--- src/rtl/nn_pkg.sv ---
// Shared types and default sizing for the hidden-layer sequencer.
// Latency: none (declarations only).
// Backpressure: n/a.
package nn_pkg;

    localparam int N_IN_DEF  = 784;  // inputs per neuron (accumulation length)
    localparam int N_HID_DEF = 200;  // hidden neurons per pass
    localparam int AW1_DEF   = 18;   // weight_1 SRAM address width
    localparam int AW3_DEF   = 10;   // input SRAM address width
    localparam int NW_DEF    = 8;    // neuron index width

    typedef enum logic [2:0] {
        IDLE,
        STREAM,
        TAIL,
        WAIT_MAC,
        WAIT_SIG,
        EMIT,
        DONE
    } state_t;

endpackage

--- src/rtl/nn_layer_seq_if.sv ---
// Bundle of host, SRAM, MAC/sigmoid and status signals around the sequencer.
// Latency: none (wires only).
// Backpressure: mac_done / sig_ready stall the sequencer; no other flow control.
// Optional: NN_SEQ_CYCLE_CNT_EN adds the 32-bit cycle_count signal.
// Modports: slave = sequencer side, master = host/datapath side.
interface nn_layer_seq_if
    import nn_pkg::*;
#(
    parameter int AW1 = AW1_DEF,
    parameter int AW3 = AW3_DEF,
    parameter int NW  = NW_DEF
) ();

    logic           start;
    logic           host_we_1;
    logic           host_we_3;
    logic [AW1-1:0] host_addr_1;
    logic [AW3-1:0] host_addr_3;
    logic           we_1;
    logic           we_3;
    logic [AW1-1:0] address_1;
    logic [AW3-1:0] address_3;
    logic           mac_start;
    logic           mac_done;
    logic           sig_ready;
    logic           busy;
    logic           done;
    logic           result_valid;
    logic [NW-1:0]  neuron_idx;
    logic           err;
`ifdef NN_SEQ_CYCLE_CNT_EN
    logic [31:0]    cycle_count;
`endif

    modport slave (
        input  start, host_we_1, host_we_3, host_addr_1, host_addr_3,
        input  mac_done, sig_ready,
`ifdef NN_SEQ_CYCLE_CNT_EN
        output cycle_count,
`endif
        output we_1, we_3, address_1, address_3, mac_start,
        output busy, done, result_valid, neuron_idx, err
    );

    modport master (
        output start, host_we_1, host_we_3, host_addr_1, host_addr_3,
        output mac_done, sig_ready,
`ifdef NN_SEQ_CYCLE_CNT_EN
        input  cycle_count,
`endif
        input  we_1, we_3, address_1, address_3, mac_start,
        input  busy, done, result_valid, neuron_idx, err
    );

endinterface

--- src/rtl/nn_addr_gen.sv ---
// Operand address generator: k (input SRAM) and wptr (weight SRAM) counters.
// Latency: counters advance on the edge after step_i; last_k_o is combinational.
// Backpressure: none; advances only when step_i is high.
// Ports: clk, reset (async active-low), clear_i, step_i, k_o, wptr_o, last_k_o.
module nn_addr_gen #(
    parameter int N_IN = 784,
    parameter int AW1  = 18,
    parameter int AW3  = 10
) (
    input  logic           clk,
    input  logic           reset,
    input  logic           clear_i,
    input  logic           step_i,
    output logic [AW3-1:0] k_o,
    output logic [AW1-1:0] wptr_o,
    output logic           last_k_o
);

    logic [AW3-1:0] k_q;
    logic [AW1-1:0] wptr_q;

    assign last_k_o = (k_q == AW3'(N_IN - 1));
    assign k_o      = k_q;
    assign wptr_o   = wptr_q;

    // k wraps to 0 after the last operand so the next neuron starts clean;
    // wptr runs on across neurons and therefore equals n*N_IN + k.
    always_ff @(posedge clk or negedge reset) begin
        if (!reset) begin
            k_q    <= '0;
            wptr_q <= '0;
        end else if (clear_i) begin
            k_q    <= '0;
            wptr_q <= '0;
        end else if (step_i) begin
            k_q    <= last_k_o ? '0 : k_q + AW3'(1);
            wptr_q <= wptr_q + AW1'(1);
        end
    end

endmodule

--- src/rtl/nn_layer_seq.sv ---
// Hidden-layer sequencer: streams N_IN operand addresses per neuron, waits for MAC and sigmoid, flags results.
// Latency: start -> first address next cycle; mac_start trails the address by one cycle (SRAM read).
// Backpressure: holds in WAIT_MAC / WAIT_SIG until mac_done / sig_ready; start ignored unless idle.
// Optional: NN_SEQ_CYCLE_CNT_EN adds the saturating 32-bit cycle_count output.
// Ports: clk, reset (async active-low), bus (nn_layer_seq_if.slave).
module nn_layer_seq
    import nn_pkg::*;
#(
    parameter int N_IN  = N_IN_DEF,
    parameter int N_HID = N_HID_DEF,
    parameter int AW1   = AW1_DEF,
    parameter int AW3   = AW3_DEF,
    parameter int NW    = NW_DEF
) (
    input logic           clk,
    input logic           reset,
    nn_layer_seq_if.slave bus
);

    state_t          state_q, state_d;
    logic [NW-1:0]   n_q, n_d;
    logic            err_q, err_d;
    logic            mac_start_q, mac_start_d;
    logic            idle;
    logic            streaming;
    logic            start_acc;
    logic            last_k;
    logic [AW3-1:0]  k;
    logic [AW1-1:0]  wptr;

    assign idle      = (state_q == IDLE);
    assign streaming = (state_q == STREAM);
    assign start_acc = idle && bus.start;

    nn_addr_gen #(
        .N_IN (N_IN),
        .AW1  (AW1),
        .AW3  (AW3)
    ) u_addr_gen (
        .clk      (clk),
        .reset    (reset),
        .clear_i  (start_acc),
        .step_i   (streaming),
        .k_o      (k),
        .wptr_o   (wptr),
        .last_k_o (last_k)
    );

    // Read data for an address presented this cycle reaches the MACs next cycle.
    assign mac_start_d = streaming;

    always_comb begin
        state_d = state_q;
        n_d     = n_q;
        err_d   = err_q;

        // Protocol errors are flagged but never alter the schedule.
        if ((bus.mac_done && mac_start_q) ||
            (bus.sig_ready && (state_q inside {STREAM, TAIL, WAIT_MAC}))) begin
            err_d = 1'b1;
        end

        case (state_q)
            IDLE: begin
                if (bus.start) begin
                    state_d = STREAM;
                    n_d     = '0;
                    err_d   = 1'b0;
                end
            end
            STREAM:   if (last_k) state_d = TAIL;
            TAIL:     state_d = WAIT_MAC;
            WAIT_MAC: if (bus.mac_done) state_d = WAIT_SIG;
            WAIT_SIG: if (bus.sig_ready) state_d = EMIT;
            EMIT: begin
                if (n_q == NW'(N_HID - 1)) begin
                    state_d = DONE;
                end else begin
                    n_d     = n_q + NW'(1);
                    state_d = STREAM;
                end
            end
            DONE:     state_d = IDLE;
            default:  state_d = IDLE;
        endcase
    end

    always_ff @(posedge clk or negedge reset) begin
        if (!reset) begin
            state_q     <= IDLE;
            n_q         <= '0;
            err_q       <= 1'b0;
            mac_start_q <= 1'b0;
        end else begin
            state_q     <= state_d;
            n_q         <= n_d;
            err_q       <= err_d;
            mac_start_q <= mac_start_d;
        end
    end

`ifdef NN_SEQ_CYCLE_CNT_EN
    logic [31:0] cyc_q;

    // Counts every cycle of the pass, the DONE cycle included; holds once idle.
    always_ff @(posedge clk or negedge reset) begin
        if (!reset) begin
            cyc_q <= '0;
        end else if (start_acc) begin
            cyc_q <= '0;
        end else if (!idle && (cyc_q != '1)) begin
            cyc_q <= cyc_q + 32'd1;
        end
    end

    assign bus.cycle_count = cyc_q;
`endif

    // Host owns the SRAM ports only while idle; writes are blocked during a pass.
    assign bus.we_1         = idle && bus.host_we_1;
    assign bus.we_3         = idle && bus.host_we_3;
    assign bus.address_1    = idle ? bus.host_addr_1 : wptr;
    assign bus.address_3    = idle ? bus.host_addr_3 : k;
    assign bus.mac_start    = mac_start_q;
    assign bus.busy         = state_q inside {STREAM, TAIL, WAIT_MAC, WAIT_SIG, EMIT};
    assign bus.done         = (state_q == DONE);
    assign bus.result_valid = (state_q == EMIT);
    assign bus.neuron_idx   = n_q;
    assign bus.err          = err_q;

endmodule

--- src/flat_wrapper.sv ---
// flat-port wrapper written by rule: the top's interface ports become plain ports
module nn_layer_seq_flat import nn_pkg::*;
#(
    parameter int N_IN  = N_IN_DEF,
    parameter int N_HID = N_HID_DEF,
    parameter int AW1   = AW1_DEF,
    parameter int AW3   = AW3_DEF,
    parameter int NW    = NW_DEF
)
  (clk, reset, bus_start, bus_host_we_1, bus_host_we_3, bus_host_addr_1, bus_host_addr_3, bus_mac_done, bus_sig_ready, bus_we_1, bus_we_3, bus_address_1, bus_address_3, bus_mac_start, bus_busy, bus_done, bus_result_valid, bus_neuron_idx, bus_err);
  nn_layer_seq_if #(.AW1(AW1), .AW3(AW3), .NW(NW)) bus_i ();
  input logic clk;
  input logic reset;
  input wire logic [$bits(bus_i.start)-1:0] bus_start;
  input wire logic [$bits(bus_i.host_we_1)-1:0] bus_host_we_1;
  input wire logic [$bits(bus_i.host_we_3)-1:0] bus_host_we_3;
  input wire logic [$bits(bus_i.host_addr_1)-1:0] bus_host_addr_1;
  input wire logic [$bits(bus_i.host_addr_3)-1:0] bus_host_addr_3;
  input wire logic [$bits(bus_i.mac_done)-1:0] bus_mac_done;
  input wire logic [$bits(bus_i.sig_ready)-1:0] bus_sig_ready;
  output wire logic [$bits(bus_i.we_1)-1:0] bus_we_1;
  output wire logic [$bits(bus_i.we_3)-1:0] bus_we_3;
  output wire logic [$bits(bus_i.address_1)-1:0] bus_address_1;
  output wire logic [$bits(bus_i.address_3)-1:0] bus_address_3;
  output wire logic [$bits(bus_i.mac_start)-1:0] bus_mac_start;
  output wire logic [$bits(bus_i.busy)-1:0] bus_busy;
  output wire logic [$bits(bus_i.done)-1:0] bus_done;
  output wire logic [$bits(bus_i.result_valid)-1:0] bus_result_valid;
  output wire logic [$bits(bus_i.neuron_idx)-1:0] bus_neuron_idx;
  output wire logic [$bits(bus_i.err)-1:0] bus_err;
  assign bus_i.start = bus_start;
  assign bus_i.host_we_1 = bus_host_we_1;
  assign bus_i.host_we_3 = bus_host_we_3;
  assign bus_i.host_addr_1 = bus_host_addr_1;
  assign bus_i.host_addr_3 = bus_host_addr_3;
  assign bus_i.mac_done = bus_mac_done;
  assign bus_i.sig_ready = bus_sig_ready;
  assign bus_we_1 = bus_i.we_1;
  assign bus_we_3 = bus_i.we_3;
  assign bus_address_1 = bus_i.address_1;
  assign bus_address_3 = bus_i.address_3;
  assign bus_mac_start = bus_i.mac_start;
  assign bus_busy = bus_i.busy;
  assign bus_done = bus_i.done;
  assign bus_result_valid = bus_i.result_valid;
  assign bus_neuron_idx = bus_i.neuron_idx;
  assign bus_err = bus_i.err;
  nn_layer_seq #(.N_IN(N_IN), .N_HID(N_HID), .AW1(AW1), .AW3(AW3), .NW(NW)) u_core (.clk(clk), .reset(reset), .bus(bus_i));
endmodule
--- config.mk ---
export PLATFORM = sky130hd
export DESIGN_NAME = nn_layer_seq_flat
export DESIGN_NICKNAME = d
export VERILOG_FILES = /design/src/rtl/nn_pkg.sv /design/src/rtl/nn_layer_seq_if.sv /design/src/rtl/nn_addr_gen.sv /design/src/rtl/nn_layer_seq.sv /design/src/flat_wrapper.sv
export SDC_FILE = /design/constraint.sdc
export NUM_CORES = 1
export LEC_CHECK = 0
export CORE_MARGIN = 2
export CORE_UTILIZATION = 30
export DETAILED_ROUTE_END_ITERATION = 10
export PLACE_DENSITY = 0.63
export SLEW_MARGIN = 20
export SYNTH_ARGS = -nofsm -noshare
export SYNTH_HDL_FRONTEND = slang
export SYNTH_HIERARCHICAL = 1
export SYNTH_SLANG_ARGS = --single-unit
export TNS_END_PERCENT = 10
--- constraint.sdc ---
create_clock -name clk -period 4.9 [get_ports clk]
set_input_delay 1.47 -clock clk [delete_from_list [all_inputs] [get_ports clk]]
set_output_delay 1.47 -clock clk [all_outputs]
set_load 0.02 [all_outputs]
==> impl_metrics.env <==
export IMPL_cts_made_buffers=5
export IMPL_drt_iter0_markers=91
export IMPL_grt_pass1_wl_um=10200
export IMPL_drt_pre_antenna_iters=5
export IMPL_gr_usage_met1_pct=17.7
export IMPL_end_kind="output port"
export IMPL_max_clock_freq_mhz=236
export IMPL_peakVddDrop_mv=0.207
export IMPL_diodes=0
export IMPL_syn_inst=271
export IMPL_drv_cap=0
export IMPL_tightestPinTransition_ns=0.956
export IMPL_track_usage_pct=14.0
export IMPL_gp_congestion=0.827
export IMPL_overflow=0
export IMPL_path_class="in2out"
export IMPL_crit_chain="clkdlybuf4s50_1, mux2_1, clkdlybuf4s50_1"
export IMPL_fin_crit_ns=4.24
export IMPL_pwr_density_cell_nw_per_um2=322
export IMPL_drcViolationCount=0
export IMPL_rsz0062_at_grt="no"
export IMPL_rows=33
export IMPL_skew_ns=0.00446
export IMPL_final_cell_mix="clkdlybuf4s50_1 (76), dfrtp_1 (41), mux2_1 (29), nor2_1 (29), a21oi_1 (19)"
export IMPL_synth_async_reset_ratio_pct=100
export IMPL_synth_warning_count=6
export IMPL_leakagePower_nw=1.40
export IMPL_drv_slew=0
export IMPL_avgViaCountPerCell=5.02
export IMPL_insertion_delay_ns=0.29
export IMPL_io_buffer_count=77
export IMPL_core_sq_um=8260
export IMPL_initial_core_util_pct=31.1
export IMPL_slowest_delay_ns=0.54
export IMPL_cp_start_kind="primary input"
export IMPL_cts_root_buffer="clkbuf_8"
export IMPL_cts_resized_gates=0
export IMPL_crit_path_frequent_cell="clkdlybuf4s50_1"
export IMPL_cts_sinks=41
export IMPL_ctsLongestPathBuffers=2
export IMPL_slowest_stage="clkdlybuf4s50_1"
export IMPL_status="complete, no violations"
export IMPL_ant_nets=0
export IMPL_clkTransAtPathRegs_ns=0.08
export IMPL_wl_per_cell_um=14.0
export IMPL_antenna_found_initial=0
export IMPL_final_setup_viol_count=0
export IMPL_totalWireLength_um=6330
export IMPL_synth_nets=309
export IMPL_nets=383
export IMPL_drive_above_1_share_pct=6.65
export IMPL_final_common_cell="clkdlybuf4s50_1"
export IMPL_cts_tree="built"
export IMPL_dpl_hpwl_um=4420
export IMPL_first_global_vias=2178
export IMPL_busiest_layer="met2"
export IMPL_period_share_pct=86.5
export IMPL_setup_tns_ns=0
export IMPL_yosysSeqAreaShare_pct=40.0
export IMPL_post_cts_repair_setup_buffers=0
export IMPL_gr_usage_met3_pct=2.95
export IMPL_dp_cells=443
export IMPL_holdBufCountCts=0
export IMPL_synth_edf_count=0
export IMPL_grt_max_degree=42
export IMPL_synth_ff_type="dfrtp_1"
export IMPL_syn_area_sq_um=2570
export IMPL_hold_path_class="reg2reg"
export IMPL_relSlewSlack_pct=36.2
export IMPL_critPathRequiredTime_ns=3.43
export IMPL_die_x_um=96.5
export IMPL_hold_viol=0
export IMPL_dieArea_sq_um=9310
export IMPL_htree_num_levels=2
export IMPL_ys_types=52
export IMPL_pin_count=78
export IMPL_grt_use_met2_pct=23.8
export IMPL_area_growth_synth_to_final_pct=37.7
export IMPL_die_h_um=96.5
export IMPL_crit_fanout=1
export IMPL_syn_area_per_cell_sq_um=9.47
export IMPL_nFillCells=830
export IMPL_vias=2262
export IMPL_fin_cells=451
export IMPL_ys_ff_latch=41
export IMPL_crit_arrival_ns=2.77
-- final cells by class --
class | instances | area (sq um) | area share [%]
timing repair buffer | 80 | 801 | 22.7
clock buffer | 6 | 72.6 | 2.05
multi-input combinational | 207 | 1460 | 41.2
clock inverter | 2 | 10.0 | 0.283
inverter | 10 | 37.5 | 1.06
tap | 105 | 131 | 3.72
sequential | 41 | 1030 | 29.0
-- synth_stat cells, types with 3 or more instances --
library cell | n | share of area, %
nor3_1 | 9 | 1.8
nand4_1 | 8 | 2.0
clkbuf_1 | 5 | 0.73
mux2_1 | 29 | 13
dfrtp_1 | 41 | 40
inv_1 | 9 | 1.3
xnor2_1 | 11 | 3.8
o21ai_0 | 9 | 1.8
nor2_1 | 29 | 4.2
ha_1 | 3 | 1.5
xor2_1 | 7 | 2.4
nor4_1 | 3 | 0.73
and3_1 | 3 | 0.73
nand2_1 | 12 | 1.8
nor2b_1 | 4 | 0.97
buf_2 | 6 | 1.2
nand2b_1 | 7 | 1.7
o21ai_1 | 5 | 0.97
nand3_1 | 9 | 1.8
a21oi_1 | 19 | 3.7
or3_1 | 6 | 1.5
-- kinds of logic (layout without fill, tap and decap cells) --
| group | after synthesis | in the layout | synth area share, % |
|---|---|---|---|
| muxes | 31 | 31 | 13.7 |
| and+or+nand+nor | 105 | 105 | 22.6 |
| AOI/OAI and AO/OA | 50 | 50 | 12.1 |
| xor gates and xnor gates | 18 | 18 | 6.14 |
| adders and majority gates | 3 | 3 | 1.46 |
| DFF | 41 | 41 | 40.0 |
| buffers and inverters | 23 | 98 | 3.95 |
-- metal layers --
metal  part of all wire, %  wire (um)  vias to the layer above
met4                   1.5         94                        0
met5                     0          0                        -
met1                    45       2870                     1078
met2                    49       3070                       55
li1                      -          -                     1119
met3                   4.6        294                       10
-- worst max-delay path, delay by kind of cell --
kind | cells | cell delay [ns]
mux | 1 | 0.33
buf+inv | 2 | 0.97
-- sequential cells by signal, summed over array words and instances, names as in the netlist --
name and cells:
u_core/bus.err 1, u_core/bus.mac_start 1, u_core/bus.neuron_idx 8, u_core/state_q 3, u_core/u_addr_gen/k_o 10, u_core/u_addr_gen/wptr_o 18
-- power by group --
group	leakage, nW	internal (W)	switching [W]	total [W]
Combinational	0.829	0.000220	0.000204	0.000424
Sequential	0.523	0.000401	0.0000945	0.000495
Clock	0.0450	0.0000989	0.000119	0.000218
-- per-stage QoR --
| stage | utilization, % | power [W] | worst slack (ns) | hold WS (ns) | area, sq um |
|---|---|---|---|---|---|
| finish | 42.8 | 0.00114 | 0.660 | 0.576 | 3530 |
| global route | 42.8 | 0.00123 | 0.614 | 0.613 | 3530 |
| CTS | 42.8 | 0.00115 | 0.631 | 0.575 | 3530 |
| detailed placement | 41.8 | 0.000927 | 0.638 | 0.556 | 3450 |
| global placement | 41.8 | 0.000917 | 0.632 | 0.557 | 3450 |
| floorplan | - | 0.000726 | 1.59 | 0.524 | 2570 |
-- worst paths after layout --
| check | start | end | slack, ns | depth (start not counted) |
|---|---|---|---|---|
| hold / removal | u_core/u_addr_gen/wptr_o[8]$_DFFE_PN0P_ | u_core/u_addr_gen/wptr_o[8]$_DFFE_PN0P_ | 0.58 | 2 |
| hold reg to reg | u_core/u_addr_gen/wptr_o[8]$_DFFE_PN0P_ | u_core/u_addr_gen/wptr_o[8]$_DFFE_PN0P_ | 0.58 | 2 |
| setup / recovery | bus_host_addr_1[0] | bus_address_1[0] | 0.66 | 3 |
| max in group asynchronous | reset | u_core/u_addr_gen/k_o[8]$_DFFE_PN0P_ | 2.98 | 1 |
| setup reg to reg | u_core/state_q[1]$_DFFE_PN0P_ | u_core/u_addr_gen/wptr_o[15]$_DFFE_PN0P_ | 2.41 | 5 |
| min in group asynchronous | reset | u_core/bus.neuron_idx[3]$_DFFE_PN0P_ | 1.31 | 1 |
(Power assumes the default switching activity.)
